`config.mk`:
```
export PLATFORM = sky130hd
export DESIGN_NAME = tusca_tx_relatorio
export DESIGN_NICKNAME = d
export VERILOG_FILES = /design/src/rtl/tusca_tx_relatorio_pkg.sv /design/src/rtl/tusca_tx_relatorio_serial.sv /design/src/rtl/tusca_tx_relatorio.sv
export SDC_FILE = /design/constraint.sdc
export NUM_CORES = 1
export LEC_CHECK = 0
export CORE_MARGIN = 3
export CORE_UTILIZATION = 60
export DETAILED_ROUTE_END_ITERATION = 8
export GPL_ROUTABILITY_DRIVEN = 0
export PLACE_DENSITY = 0.85
export RECOVER_POWER = 25
export SYNTH_ARGS = -nofsm -noshare
export SYNTH_HDL_FRONTEND = slang
export SYNTH_SLANG_ARGS = --single-unit
```
`constraint.sdc`:
```
create_clock -name clock -period 6.8 [get_ports clock]
set_clock_uncertainty 0.2 [all_clocks]
set_input_delay 1.36 -clock clock [delete_from_list [all_inputs] [get_ports clock]]
set_output_delay 1.36 -clock clock [all_outputs]
set_load 0.01 [all_outputs]
```
`src/rtl/tusca_tx_relatorio_pkg.sv`:
```
// Shared definitions for the TUSCA status-report transmitter.
// Optional feature macro: TUSCA_TX_PARIDADE_EN (even parity bit per byte).
package tusca_tx_relatorio_pkg;

  typedef enum logic [2:0] {
    OCIOSO  = 3'd0,
    CARREGA = 3'd1,
    ENVIA   = 3'd2,
    PROXIMO = 3'd3,
    FIM     = 3'd4
  } estado_t;

  localparam logic [7:0]  FRAME_HDR = 8'h23;
  localparam int unsigned FRAME_LEN = 7;
  localparam int unsigned IDX_W     = 3;

  // Checksum byte: XOR of header and the five payload bytes.
  function automatic logic [7:0] soma_verif(input logic [15:0] temp,
                                            input logic [15:0] umid,
                                            input logic [1:0]  niv);
    return FRAME_HDR ^ temp[15:8] ^ temp[7:0] ^ umid[15:8] ^ umid[7:0] ^ {6'b0, niv};
  endfunction

endpackage

```
`src/rtl/tusca_tx_relatorio_serial.sv`:
```
// One-byte UART serializer: start, d0..d7, optional even parity, stop.
// Optional feature macro: TUSCA_TX_PARIDADE_EN.
module tx_serial_byte #(
  parameter int unsigned CLKS_POR_BIT = 434
) (
  input  logic       clock,
  input  logic       reset,
  input  logic       partida,
  input  logic [7:0] dado,
  output logic       saida,
  output logic       fim
);

`ifdef TUSCA_TX_PARIDADE_EN
  localparam logic [3:0] BIT_ULT = 4'd10;
`else
  localparam logic [3:0] BIT_ULT = 4'd9;
`endif
  localparam int unsigned       BAUD_W   = (CLKS_POR_BIT > 1) ? $clog2(CLKS_POR_BIT) : 1;
  localparam logic [BAUD_W-1:0] BAUD_ULT = BAUD_W'(CLKS_POR_BIT - 1);
  localparam logic [BAUD_W-1:0] BAUD_PEN = BAUD_W'(CLKS_POR_BIT - 2);

  logic [BAUD_W-1:0] baud_q, baud_d;
  logic [3:0]        bit_q, bit_d;
  logic [7:0]        dado_q, dado_d;
  logic              saida_q, saida_d;
  logic              ativo_q, ativo_d;
  logic [3:0]        bit_prox;

  function automatic logic valor_bit(input logic [3:0] idx, input logic [7:0] b);
    if (idx == 4'd0) return 1'b0;
    if (idx <= 4'd8) return b[3'(idx - 4'd1)];
`ifdef TUSCA_TX_PARIDADE_EN
    if (idx == 4'd9) return ^b;
`endif
    return 1'b1;
  endfunction

  // Baud/bit counting; a partida seen in the last stop cycle reloads with no idle gap.
  always_comb begin
    baud_d   = baud_q;
    bit_d    = bit_q;
    dado_d   = dado_q;
    saida_d  = saida_q;
    ativo_d  = ativo_q;
    bit_prox = bit_q + 4'd1;
    if (ativo_q) begin
      if (baud_q == BAUD_ULT) begin
        baud_d = '0;
        if (bit_q == BIT_ULT) begin
          if (partida) begin
            dado_d  = dado;
            bit_d   = '0;
            saida_d = 1'b0;
          end else begin
            ativo_d = 1'b0;
            saida_d = 1'b1;
          end
        end else begin
          bit_d   = bit_prox;
          saida_d = valor_bit(bit_prox, dado_q);
        end
      end else begin
        baud_d = baud_q + 1'b1;
      end
    end else if (partida) begin
      ativo_d = 1'b1;
      dado_d  = dado;
      bit_d   = '0;
      baud_d  = '0;
      saida_d = 1'b0;
    end
  end

  // Serializer state registers.
  always_ff @(posedge clock) begin
    if (reset) begin
      baud_q  <= '0;
      bit_q   <= '0;
      dado_q  <= '0;
      saida_q <= 1'b1;
      ativo_q <= 1'b0;
    end else begin
      baud_q  <= baud_d;
      bit_q   <= bit_d;
      dado_q  <= dado_d;
      saida_q <= saida_d;
      ativo_q <= ativo_d;
    end
  end

  assign saida = saida_q;
  // Raised in the second-to-last stop cycle: the frame FSM needs two edges
  // (ENVIA->PROXIMO->ENVIA) to present the next byte exactly at stop end.
  assign fim = ativo_q && (bit_q == BIT_ULT) && (baud_q == BAUD_PEN);

endmodule

```
`src/rtl/tusca_tx_relatorio.sv`:
```
// TUSCA status-report transmitter: snapshots the inputs on enviar and sends
// the 7-byte frame 23,tH,tL,uH,uL,nivel,xor. Optional macro: TUSCA_TX_PARIDADE_EN.
import tusca_tx_relatorio_pkg::*;

module tusca_tx_relatorio #(
  parameter int unsigned CLKS_POR_BIT = 434
) (
  input  logic        clock,
  input  logic        reset,
  input  logic        enviar,
  input  logic [15:0] temperatura,
  input  logic [15:0] umidade,
  input  logic [1:0]  nivel,
  output logic        saida_serial,
  output logic        ocupado,
  output logic        pronto,
  output logic [2:0]  db_estado
);

  localparam logic [IDX_W-1:0] IDX_ULT = IDX_W'(FRAME_LEN - 1);
  localparam logic [IDX_W-1:0] IDX_FIM = IDX_W'(FRAME_LEN);

  estado_t          estado_q, estado_d;
  logic [IDX_W-1:0] idx_q, idx_d;
  logic [15:0]      temp_q, temp_d;
  logic [15:0]      umid_q, umid_d;
  logic [1:0]       nivel_q, nivel_d;
  logic [7:0]       chk_q, chk_d;
  logic             partida_q, partida_d;
  logic             ocupado_q, ocupado_d;
  logic             pronto_q, pronto_d;
  logic [7:0]       byte_atual;
  logic             fim_byte;

  // Byte selected for the serializer from the snapshot.
  always_comb begin
    byte_atual = FRAME_HDR;
    case (idx_q)
      3'd1:    byte_atual = temp_q[15:8];
      3'd2:    byte_atual = temp_q[7:0];
      3'd3:    byte_atual = umid_q[15:8];
      3'd4:    byte_atual = umid_q[7:0];
      3'd5:    byte_atual = {6'b0, nivel_q};
      3'd6:    byte_atual = chk_q;
      default: byte_atual = FRAME_HDR;
    endcase
  end

  // Frame FSM next state; partida is issued one cycle ahead of the reload edge.
  always_comb begin
    estado_d  = estado_q;
    idx_d     = idx_q;
    temp_d    = temp_q;
    umid_d    = umid_q;
    nivel_d   = nivel_q;
    chk_d     = chk_q;
    partida_d = 1'b0;
    case (estado_q)
      OCIOSO: begin
        if (enviar) begin
          temp_d   = temperatura;
          umid_d   = umidade;
          nivel_d  = nivel;
          estado_d = CARREGA;
        end
      end
      CARREGA: begin
        chk_d     = soma_verif(temp_q, umid_q, nivel_q);
        idx_d     = '0;
        partida_d = 1'b1;
        estado_d  = ENVIA;
      end
      ENVIA: begin
        if (fim_byte) begin
          idx_d     = idx_q + 1'b1;
          partida_d = (idx_q != IDX_ULT);
          estado_d  = PROXIMO;
        end
      end
      PROXIMO: estado_d = (idx_q < IDX_FIM) ? ENVIA : FIM;
      FIM:     estado_d = OCIOSO;
      default: estado_d = OCIOSO;
    endcase
    ocupado_d = (estado_d == CARREGA) || (estado_d == ENVIA) || (estado_d == PROXIMO);
    pronto_d  = (estado_d == FIM);
  end

  // FSM, snapshot and registered status outputs.
  always_ff @(posedge clock) begin
    if (reset) begin
      estado_q  <= OCIOSO;
      idx_q     <= '0;
      temp_q    <= '0;
      umid_q    <= '0;
      nivel_q   <= '0;
      chk_q     <= '0;
      partida_q <= 1'b0;
      ocupado_q <= 1'b0;
      pronto_q  <= 1'b0;
    end else begin
      estado_q  <= estado_d;
      idx_q     <= idx_d;
      temp_q    <= temp_d;
      umid_q    <= umid_d;
      nivel_q   <= nivel_d;
      chk_q     <= chk_d;
      partida_q <= partida_d;
      ocupado_q <= ocupado_d;
      pronto_q  <= pronto_d;
    end
  end

  tx_serial_byte #(
    .CLKS_POR_BIT(CLKS_POR_BIT)
  ) u_serial (
    .clock  (clock),
    .reset  (reset),
    .partida(partida_q),
    .dado   (byte_atual),
    .saida  (saida_serial),
    .fim    (fim_byte)
  );

  assign ocupado   = ocupado_q;
  assign pronto    = pronto_q;
  assign db_estado = estado_q;

endmodule
```
==> results of run 1 <==
stage by stage:
stage | util (%) | cell area (sq um) | power [uW]
floorplan | - | 3580 | 576
global placement | 71.3 | 4020 | 619
detailed placement | 71.3 | 4020 | 626
CTS | 74.8 | 4220 | 960
global route | 74.7 | 4220 | 999
finish | 74.7 | 4220 | 960
layout make-up:
| class | count | area (sq um) |
|---|---|---|
| Multi-Input combinational cell | 308 | 1970 |
| Sequential cell | 74 | 1480 |
| Fill cell | 423 | 1430 |
| Timing Repair Buffer | 46 | 442 |
| Clock buffer | 10 | 128 |
| Tap cell | 72 | 90.1 |
| Clock inverter | 6 | 67.6 |
| Inverter | 10 | 37.5 |
logic make-up (layout without fill, tap and decap cells):
family / after synthesis / count (layout) / share of synthesized area, %
compound gates: 124 / 124 / 23.4
xor+xnor: 29 / 29 / 7.09
fa+ha+maj: 10 / 10 / 3.49
buf+inv: 37 / 72 / 3.95
flops: 74 / 74 / 41.3
mux: 7 / 7 / 2.34
simple gates: 138 / 138 / 18.4
flip-flops by register name, summed over array words and instances (netlist names), 2 cells and up:
signal	cells
u_serial.bit_q	4
db_estado	3
umid_q	16
u_serial.baud_q	9
chk_q	8
temp_q	16
u_serial.dado_q	8
nivel_q	2
idx_q	3
report_power, final:
group / switching (uW) / leakage [uW] / internal [uW]
logic: 68.3 / 0.000788 / 68.5
registers: 24.8 / 0.000604 / 457
clock network: 171 / 0.0000925 / 170
total: 264 / 0.00149 / 695
worst register-to-register path: stages, from the launching register on:
cell and delay [ns]:
sky130_fd_sc_hd__dfxtp_1 0.66, sky130_fd_sc_hd__inv_1 0.20, sky130_fd_sc_hd__ha_1 0.38, sky130_fd_sc_hd__a2111oi_0 0.76
sky130_fd_sc_hd__a221oi_1 0.12, sky130_fd_sc_hd__a211o_1 0.30, sky130_fd_sc_hd__a21oi_1 0.11
cells in the mapped netlist, types with 2 or more instances:
| library cell | number | area, sq um |
|---|---|---|
| sky130_fd_sc_hd__nor3_1 | 8 | 40.0 |
| sky130_fd_sc_hd__nand4_1 | 3 | 18.8 |
| sky130_fd_sc_hd__o21ai_1 | 3 | 15.0 |
| sky130_fd_sc_hd__nor2b_1 | 3 | 18.8 |
| sky130_fd_sc_hd__xnor2_1 | 28 | 245 |
| sky130_fd_sc_hd__a22oi_1 | 3 | 22.5 |
| sky130_fd_sc_hd__a221oi_1 | 3 | 26.3 |
| sky130_fd_sc_hd__mux2i_1 | 5 | 50.1 |
| sky130_fd_sc_hd__buf_2 | 2 | 10.0 |
| sky130_fd_sc_hd__a222oi_1 | 6 | 60.1 |
| sky130_fd_sc_hd__o21ai_0 | 3 | 15.0 |
| sky130_fd_sc_hd__dfxtp_1 | 74 | 1480 |
| sky130_fd_sc_hd__a21oi_1 | 58 | 290 |
| sky130_fd_sc_hd__or2_2 | 2 | 12.5 |
| sky130_fd_sc_hd__inv_1 | 10 | 37.5 |
| sky130_fd_sc_hd__o211ai_1 | 3 | 22.5 |
| sky130_fd_sc_hd__a22o_1 | 4 | 35.0 |
| sky130_fd_sc_hd__a311oi_1 | 11 | 96.3 |
| sky130_fd_sc_hd__nor2_1 | 17 | 63.8 |
| sky130_fd_sc_hd__and3_1 | 4 | 25.0 |
| sky130_fd_sc_hd__a211o_1 | 3 | 26.3 |
| sky130_fd_sc_hd__nand3_1 | 4 | 20.0 |
| sky130_fd_sc_hd__o211a_1 | 3 | 30.0 |
| sky130_fd_sc_hd__or3_1 | 2 | 12.5 |
| sky130_fd_sc_hd__nand3b_1 | 2 | 15.0 |
| sky130_fd_sc_hd__a31o_2 | 2 | 17.5 |
| sky130_fd_sc_hd__ha_1 | 10 | 125 |
| sky130_fd_sc_hd__nand2_1 | 78 | 293 |
| sky130_fd_sc_hd__or3b_1 | 2 | 17.5 |
| sky130_fd_sc_hd__nor4_1 | 3 | 18.8 |
| sky130_fd_sc_hd__a211oi_1 | 9 | 67.6 |
| sky130_fd_sc_hd__and4b_1 | 2 | 20.0 |
| sky130_fd_sc_hd__clkbuf_1 | 24 | 90.1 |
| sky130_fd_sc_hd__a41oi_1 | 3 | 26.3 |
worst paths after layout:
| kind | from | to | slack (ns) | cells past startpoint |
|---|---|---|---|---|
| max | reset | u_serial.bit_q[1]$_SDFFE_PP0N_ | 2.57 | 5 |
| min | chk_q[5]$_SDFFE_PP0P_ | chk_q[5]$_SDFFE_PP0P_ | 0.26 | 2 |
| min reg2reg | chk_q[5]$_SDFFE_PP0P_ | chk_q[5]$_SDFFE_PP0P_ | 0.26 | 2 |
| max reg2reg | idx_q[2]$_SDFFE_PP0P_ | u_serial.dado_q[0]$_SDFFE_PP0P_ | 3.98 | 6 |
layer usage:
metal  up-vias  track usage, %  wire, microns  share of wire (%)
met4         0            8.77            174                2.0
met2       139            44.8           4310                 50
met3        22            7.14            615                7.1
met1      1557            31.7           3560                 41
met5         -               0              0                  0
li1       1585               -              -                  -
==> out/qor.csv, run 1 <==
metric,value,unit
crit_required,6.81,ns
clock_latency,0.35,ns
setup.worst_path.start_class,input pin,
crit_path_cell_trace,buf_2 > clkbuf_1 > inv_1 > o21ai_1 > a211oi_1,
tritoncts_clock_tree,done,
ys_ff_latch,74,
rsz_0062_raised_after_global_routing,false,
dominant_register_cell_in_the_synthesized_netlist,sky130_fd_sc_hd__dfxtp_1,
routed_wire_length_per_instance,16.5,microns
synth_seq_area_share,41.3,%
dp_cells,510,
pin_count_of_the_biggest_net_entering_global_routing,73,
leakage,0.00149,uW
vias,3303,
first_global_vias,3153,
fmax,237,MHz
register_clock_pin_slew_on_the_reported_worst_setup_and_hold_paths,0.08,ns
htree_num_levels,3,
finalWorstPathRequiredPeriod,4.23,ns
synth.cell_area,3580,sq um
worst-path-buf-inv,3,
die_width,83.3,microns
holdWs,0.264,ns
relSlewSlack,-103,%
place_worst_setup_slack,3.85,ns
category_of_the_worst_setup_path_capture_point,flip-flop,
tightest_slew,3.05,ns
ys.warnings.count,0,
crit_arrival,4.24,ns
gr-usage-all-layers,26.2,%
floorplan.io_pins,43,
timing.critical_path.slowest_stage_cell,sky130_fd_sc_hd__clkbuf_1,
final-hold-violation-count,0,
antenna_left,0,
finalNonFillerCells,526,
drc,0,
power.ir.vdd_worst,0.000181,V
cp_class,in -> reg,
clock_buffers_created_by_tritoncts,9,
synthDistinctLibCells,56,
port_buffers,42,
area_growth_syn_to_layout,17.6,%
grt-ovfl-total,0,
final_max_slew_viol_count,73,
post-cts-setup-buffer-count,0,
syn_inst,419,
fin_setup_tns,0,ns
min_period_over_period,62.1,%
core_footprint,5640,sq um
critPathTopFamily,buffers and inverters,
status,"complete, but fails checks",
clock-root-buffer,sky130_fd_sc_hd__clkbuf_8,
fp.dieH,83.3,microns
powerDensity,228,nW/um^2
n_antenna_cell,0,
dp_hpwl,5.85,mm
layout.cells.most_common_list,"sky130_fd_sc_hd__nand2_1 (78), sky130_fd_sc_hd__dfxtp_1 (74), sky130_fd_sc_hd__a21oi_1 (58)",
drt-initial-drc-count,328,
number_of_gates_resized_after_cts,0,
placementRows,27,
cts_max_path_buffers,2,
synth_async_sr_flop_share,0,%
die_area,6940,sq um
most_common_cell_after_layout_fill_and_taps_aside,sky130_fd_sc_hd__nand2_1,
violations,"capacitance limit, slew limit",
path_max_fanout,72,
synth_enable_flop_cells,0,
initial_utilization,63.5,%
max_stage_delay,2.13,ns
maxCapViolCount,1,
layout_setup_ws,2.57,ns
detailedRoute.firstPassIterationCount,8,
final_setup_vio_count,0,
worst_hold_path_type,reg -> reg,
synth_fp_nets,466,
post_cts_hold_buffer_count,0,
cts.sink_count,74,
detail_route.vias_per_cell,6.28,
post_route_cells_drive_above_1_share,6.39,%
wirelength,8.66,mm
grt_first_pass_wirelength,15.0,mm
antenna_violations_before_repair,0,
postSynthAreaPerCell,8.55,sq um
num-nets-final,496,
(Power assumes the default switching activity.)
==> run 2, diff against run 1 <==
--- a/config.mk
+++ b/config.mk
@@ -6,10 +6,10 @@
 export NUM_CORES = 1
 export LEC_CHECK = 0
 export CORE_MARGIN = 3
-export CORE_UTILIZATION = 60
+export CORE_UTILIZATION = 56
 export DETAILED_ROUTE_END_ITERATION = 8
 export GPL_ROUTABILITY_DRIVEN = 0
-export PLACE_DENSITY = 0.85
+export PLACE_DENSITY = 0.8
 export RECOVER_POWER = 25
 export SYNTH_ARGS = -nofsm -noshare
 export SYNTH_HDL_FRONTEND = slang
==> constraint.sdc (replaced) <==
create_clock -name clock -period 4.11 [get_ports clock]
set_clock_uncertainty 0.2 [all_clocks]
set_input_delay 0.822 -clock clock [delete_from_list [all_inputs] [get_ports clock]]
set_output_delay 0.822 -clock clock [all_outputs]
set_load 0.01 [all_outputs]
==> out/qor.csv, run 2 (synthesis results as in run 1) <==
metric,value,unit
postLayoutCoreUtil,70.0,%
registers_with_the_most_flip_flops,"temp_q (16), umid_q (16), u_serial.baud_q (9)",
crit_required,4.14,ns
critical_path.startpoint,reset,
setup.worst_path.start_class,input pin,
worstRegToRegCells,6,
detail_route.vias_per_cell,6.05,
detailedRoute.firstPassIterationCount,5,
clock_latency,0.36,ns
post-layout-total-power,1620,uW
category_of_the_worst_setup_path_capture_point,flip-flop,
cts.sink_count,74,
initial_utilization,59.1,%
worst_r2r_endpoint,u_serial.dado_q[0]$_SDFFE_PP0P_,
placed_area,4040,sq um
die_width,86.0,microns
met1_usage,30.7,%
clock_buffers_created_by_tritoncts,9,
gr-usage-all-layers,23.6,%
maxCapViolCount,1,
finalWorstPathRequiredPeriod,2.89,ns
final_area,4240,sq um
drc,0,
whs_endpoint,chk_q[5]$_SDFFE_PP0P_,
core_footprint,6060,sq um
clock-root-buffer,sky130_fd_sc_hd__clkbuf_8,
floorplan.io_pins,43,
path_max_fanout,50,
cts_max_path_buffers,2,
grt_first_pass_wirelength,14.2,mm
tritoncts_clock_tree,done,
grtUsageMet3,6.15,%
die_area,7400,sq um
fp.dieH,86.0,microns
critPathTopFamily,buffers and inverters,
most_common_cell_after_layout_fill_and_taps_aside,sky130_fd_sc_hd__nand2_1,
hold_start,chk_q[5]$_SDFFE_PP0P_,
min_period_over_period,70.3,%
worst-path-buf-inv,2,
post_cts_hold_buffer_count,0,
antenna_left,0,
first_global_vias,3028,
final_setup_vio_count,0,
leakage,0.00150,uW
vias,3204,
tightest_slew,2.12,ns
fmax,346,MHz
fin_setup_tns,0,ns
register_clock_pin_slew_on_the_reported_worst_setup_and_hold_paths,0.08,ns
globalRouteMet2Util,38.3,%
dp_hpwl,5.81,mm
cp_class,in -> reg,
wirelength,8.21,mm
number_of_gates_resized_after_cts,0,
n_antenna_cell,0,
timing.critical_path.slowest_stage_cell,sky130_fd_sc_hd__clkbuf_1,
relSlewSlack,-41.2,%
antenna_violations_before_repair,0,
grt-ovfl-total,0,
post_route_cells_drive_above_1_share,6.81,%
pin_count_of_the_biggest_net_entering_global_routing,51,
reg2reg_from,idx_q[2]$_SDFFE_PP0P_,
crit_arrival,2.92,ns
rrSetupSlack,1.34,ns
min_delay_path_depth,2,
drt-initial-drc-count,258,
layout.cells.most_common_list,"sky130_fd_sc_hd__nand2_1 (78), sky130_fd_sc_hd__dfxtp_1 (74), sky130_fd_sc_hd__a21oi_1 (58)",
worst_hold_path_type,reg -> reg,
htree_num_levels,3,
max_stage_delay,1.48,ns
final_max_slew_viol_count,51,
power.ir.vdd_worst,0.000276,V
rsz_0062_raised_after_global_routing,false,
port_buffers,42,
post-cts-setup-buffer-count,0,
busiest_layer,met2,
num-nets-final,497,
powerDensity,382,nW/um^2
area_growth_syn_to_layout,18.4,%
placementRows,28,
violations,"capacitance limit, slew limit",
crit_path_cell_trace,clkbuf_1 > buf_4 > nor3_1,
routed_wire_length_per_instance,15.5,microns
status,"complete, but fails checks",
final-hold-violation-count,0,
## run 2: cell type report
class	count	area [sq um]
timing repair buffer	47	452
clock inverter	6	72.6
fill	507	1820
tap	75	93.8
clock buffer	10	138
multi-input combinational	308	1970
inverter	10	37.5
sequential	74	1480
## run 2: where the power goes
group	switching (uW)	total, uW	internal, uW
Combinational	111	225	114
Sequential	41.1	797	756
Clock	295	599	304
Total	447	1620	1170
## run 2: worst max path at each step
| stage | cells past startpoint | endpoint |
|---|---|---|
| 2_1_floorplan | 7 | u_serial.dado_q[0]$_SDFFE_PP0P_ |
| 3_3_place_gp | 6 | u_serial.dado_q[0]$_SDFFE_PP0P_ |
| 3_5_place_dp | 6 | u_serial.dado_q[0]$_SDFFE_PP0P_ |
| 4_1_cts | 6 | u_serial.dado_q[0]$_SDFFE_PP0P_ |
| 5_1_grt | 3 | u_serial.baud_q[4]$_SDFFE_PP0P_ |
| 6_report | 3 | u_serial.bit_q[2]$_SDFFE_PP0N_ |
## run 2: worst register-to-register path, cell delays in order (launching register included)
cell                        delay [ns]
sky130_fd_sc_hd__dfxtp_1          0.63
sky130_fd_sc_hd__inv_1            0.18
sky130_fd_sc_hd__ha_1             0.35
sky130_fd_sc_hd__a2111oi_0        0.78
sky130_fd_sc_hd__a221oi_1         0.13
sky130_fd_sc_hd__a211o_1          0.30
sky130_fd_sc_hd__a21oi_1          0.12
## run 2: metrics by stage
step	setup WS [ns]	hold slack (ns)	cells
2_1_floorplan	1.93	0.232	419
3_3_place_gp	1.67	0.241	514
3_5_place_dp	1.49	0.248	514
4_1_cts	1.47	0.259	530
5_1_grt	1.03	0.277	530
6_report	1.22	0.255	530
## run 2: per-layer routing
metal	routed length (microns)	part of all wire (%)	vias to the layer above
li1	-	-	1583
met1	3690	45	1502
met2	3900	48	107
met3	506	6.2	12
met4	109	1.3	0
met5	0	0	-
==> run 3, diff against run 2 <==
==> constraint.sdc (replaced) <==
create_clock -name clock -period 2.84 [get_ports clock]
set_clock_uncertainty 0.2 [all_clocks]
set_input_delay 0.568 -clock clock [delete_from_list [all_inputs] [get_ports clock]]
set_output_delay 0.568 -clock clock [all_outputs]
set_load 0.01 [all_outputs]
==> out/qor.csv, run 3 (synthesis results as in run 1) <==
metric,value,unit
final_setup_vio_count,0,
postLayoutCoreUtil,70.5,%
finalWorstPathRequiredPeriod,2.47,ns
min_delay_path_depth,2,
status,completed,
placementRows,28,
gr-usage-all-layers,24.0,%
vias,3202,
die_area,7400,sq um
layout.cells.most_common_list,"sky130_fd_sc_hd__nand2_1 (78), sky130_fd_sc_hd__dfxtp_1 (74), sky130_fd_sc_hd__a21oi_1 (58)",
tritoncts_clock_tree,done,
num-nets-final,501,
detailedRoute.firstPassIterationCount,5,
final-hold-violation-count,0,
floorplan.io_pins,43,
fp.dieH,86.0,microns
crit_arrival,2.56,ns
power.ir.vdd_worst,0.000349,V
drt-initial-drc-count,173,
core_footprint,6060,sq um
clock_latency,0.35,ns
leakage,0.00152,uW
post_route_cells_drive_above_1_share,6.75,%
post-cts-setup-buffer-count,0,
htree_num_levels,3,
clock_buffers_created_by_tritoncts,9,
min_period_over_period,87.1,%
die_width,86.0,microns
antenna_left,0,
area_growth_syn_to_layout,19.2,%
category_of_the_worst_setup_path_capture_point,flip-flop,
post-layout-total-power,2390,uW
port_buffers,42,
wirelength,8.35,mm
clock-root-buffer,sky130_fd_sc_hd__clkbuf_8,
antenna_violations_before_repair,0,
maxCapViolCount,0,
registers_with_the_most_flip_flops,"temp_q (16), umid_q (16), u_serial.baud_q (9)",
initial_utilization,59.1,%
detail_route.vias_per_cell,6.00,
relSlewSlack,12.0,%
crit_required,2.92,ns
worst_hold_path_type,reg -> reg,
dp_hpwl,5.88,mm
cts.sink_count,74,
fin_setup_tns,0,ns
n_antenna_cell,0,
grt_first_pass_wirelength,14.2,mm
grt-ovfl-total,0,
pin_count_of_the_biggest_net_entering_global_routing,44,
path_max_fanout,34,
fmax,404,MHz
tightest_slew,1.32,ns
worstRegToRegCells,6,
final_max_slew_viol_count,0,
post_cts_hold_buffer_count,0,
cts_max_path_buffers,2,
routed_wire_length_per_instance,15.6,microns
cp_class,in -> reg,
most_common_cell_after_layout_fill_and_taps_aside,sky130_fd_sc_hd__nand2_1,
rsz_0062_raised_after_global_routing,false,
setup.worst_path.start_class,input pin,
final.fill_count,521,
number_of_gates_resized_after_cts,0,
first_global_vias,3020,
drc,0,
powerDensity,559,nW/um^2
holdWs,0.260,ns
register_clock_pin_slew_on_the_reported_worst_setup_and_hold_paths,0.08,ns
[run 3: changes by cell type in the layout (fill, tap and decap cells not counted), sizes merged]
cell and change:
inv -3, bufinv +1, clkbuf +3, buf +2, clkinv +1
[run 3: area by class of cell]
cell class	instances	area (sq um)	area share (%)
clock buffer	11	141	3.31
clock inverter	5	77.6	1.82
inverter	10	37.5	0.878
multi-input combinational	308	1970	46.1
sequential	74	1480	34.7
tap	75	93.8	2.20
timing repair buffer	51	472	11.0
[run 3: final timing paths]
| check | from | to | slack, ns |
|---|---|---|---|
| max | enviar | temp_q[13]$_SDFFE_PP0P_ | 0.37 |
| min | chk_q[5]$_SDFFE_PP0P_ | chk_q[5]$_SDFFE_PP0P_ | 0.26 |
| max reg2reg | idx_q[0]$_SDFFE_PP0P_ | u_serial.dado_q[0]$_SDFFE_PP0P_ | 0.44 |
| min reg2reg | chk_q[5]$_SDFFE_PP0P_ | chk_q[5]$_SDFFE_PP0P_ | 0.26 |
[run 3: where the power goes]
group	internal, uW	switching (uW)
Combinational	168	164
Sequential	1090	59.3
Clock	516	388
[run 3: worst max-delay path, cell delays in order]
cell	delay (ns)
sky130_fd_sc_hd__clkdlybuf4s50_1	0.47
sky130_fd_sc_hd__nor4b_4	0.18
sky130_fd_sc_hd__clkbuf_1	0.98
sky130_fd_sc_hd__nand2_1	0.17
sky130_fd_sc_hd__a21oi_1	0.16
[run 3: per-layer routing]
| metal | vias to the layer above | track usage [%] | share of wire, % |
|---|---|---|---|
| met5 | - | 0 | 0 |
| met2 | 97 | 39.2 | 46 |
| met3 | 14 | 4.32 | 5.3 |
| met4 | 0 | 7.05 | 1.6 |
| li1 | 1586 | - | - |
| met1 | 1505 | 32.3 | 47 |
[run 3: per-stage QoR]
stage	std cells	setup slack [ns]	cell area [sq um]
after floorplan	419	0.664	3580
after global placement	518	0.612	4070
after detailed placement	518	0.526	4070
after CTS	534	0.479	4280
after global routing	534	0.136	4270
final	534	0.367	4270
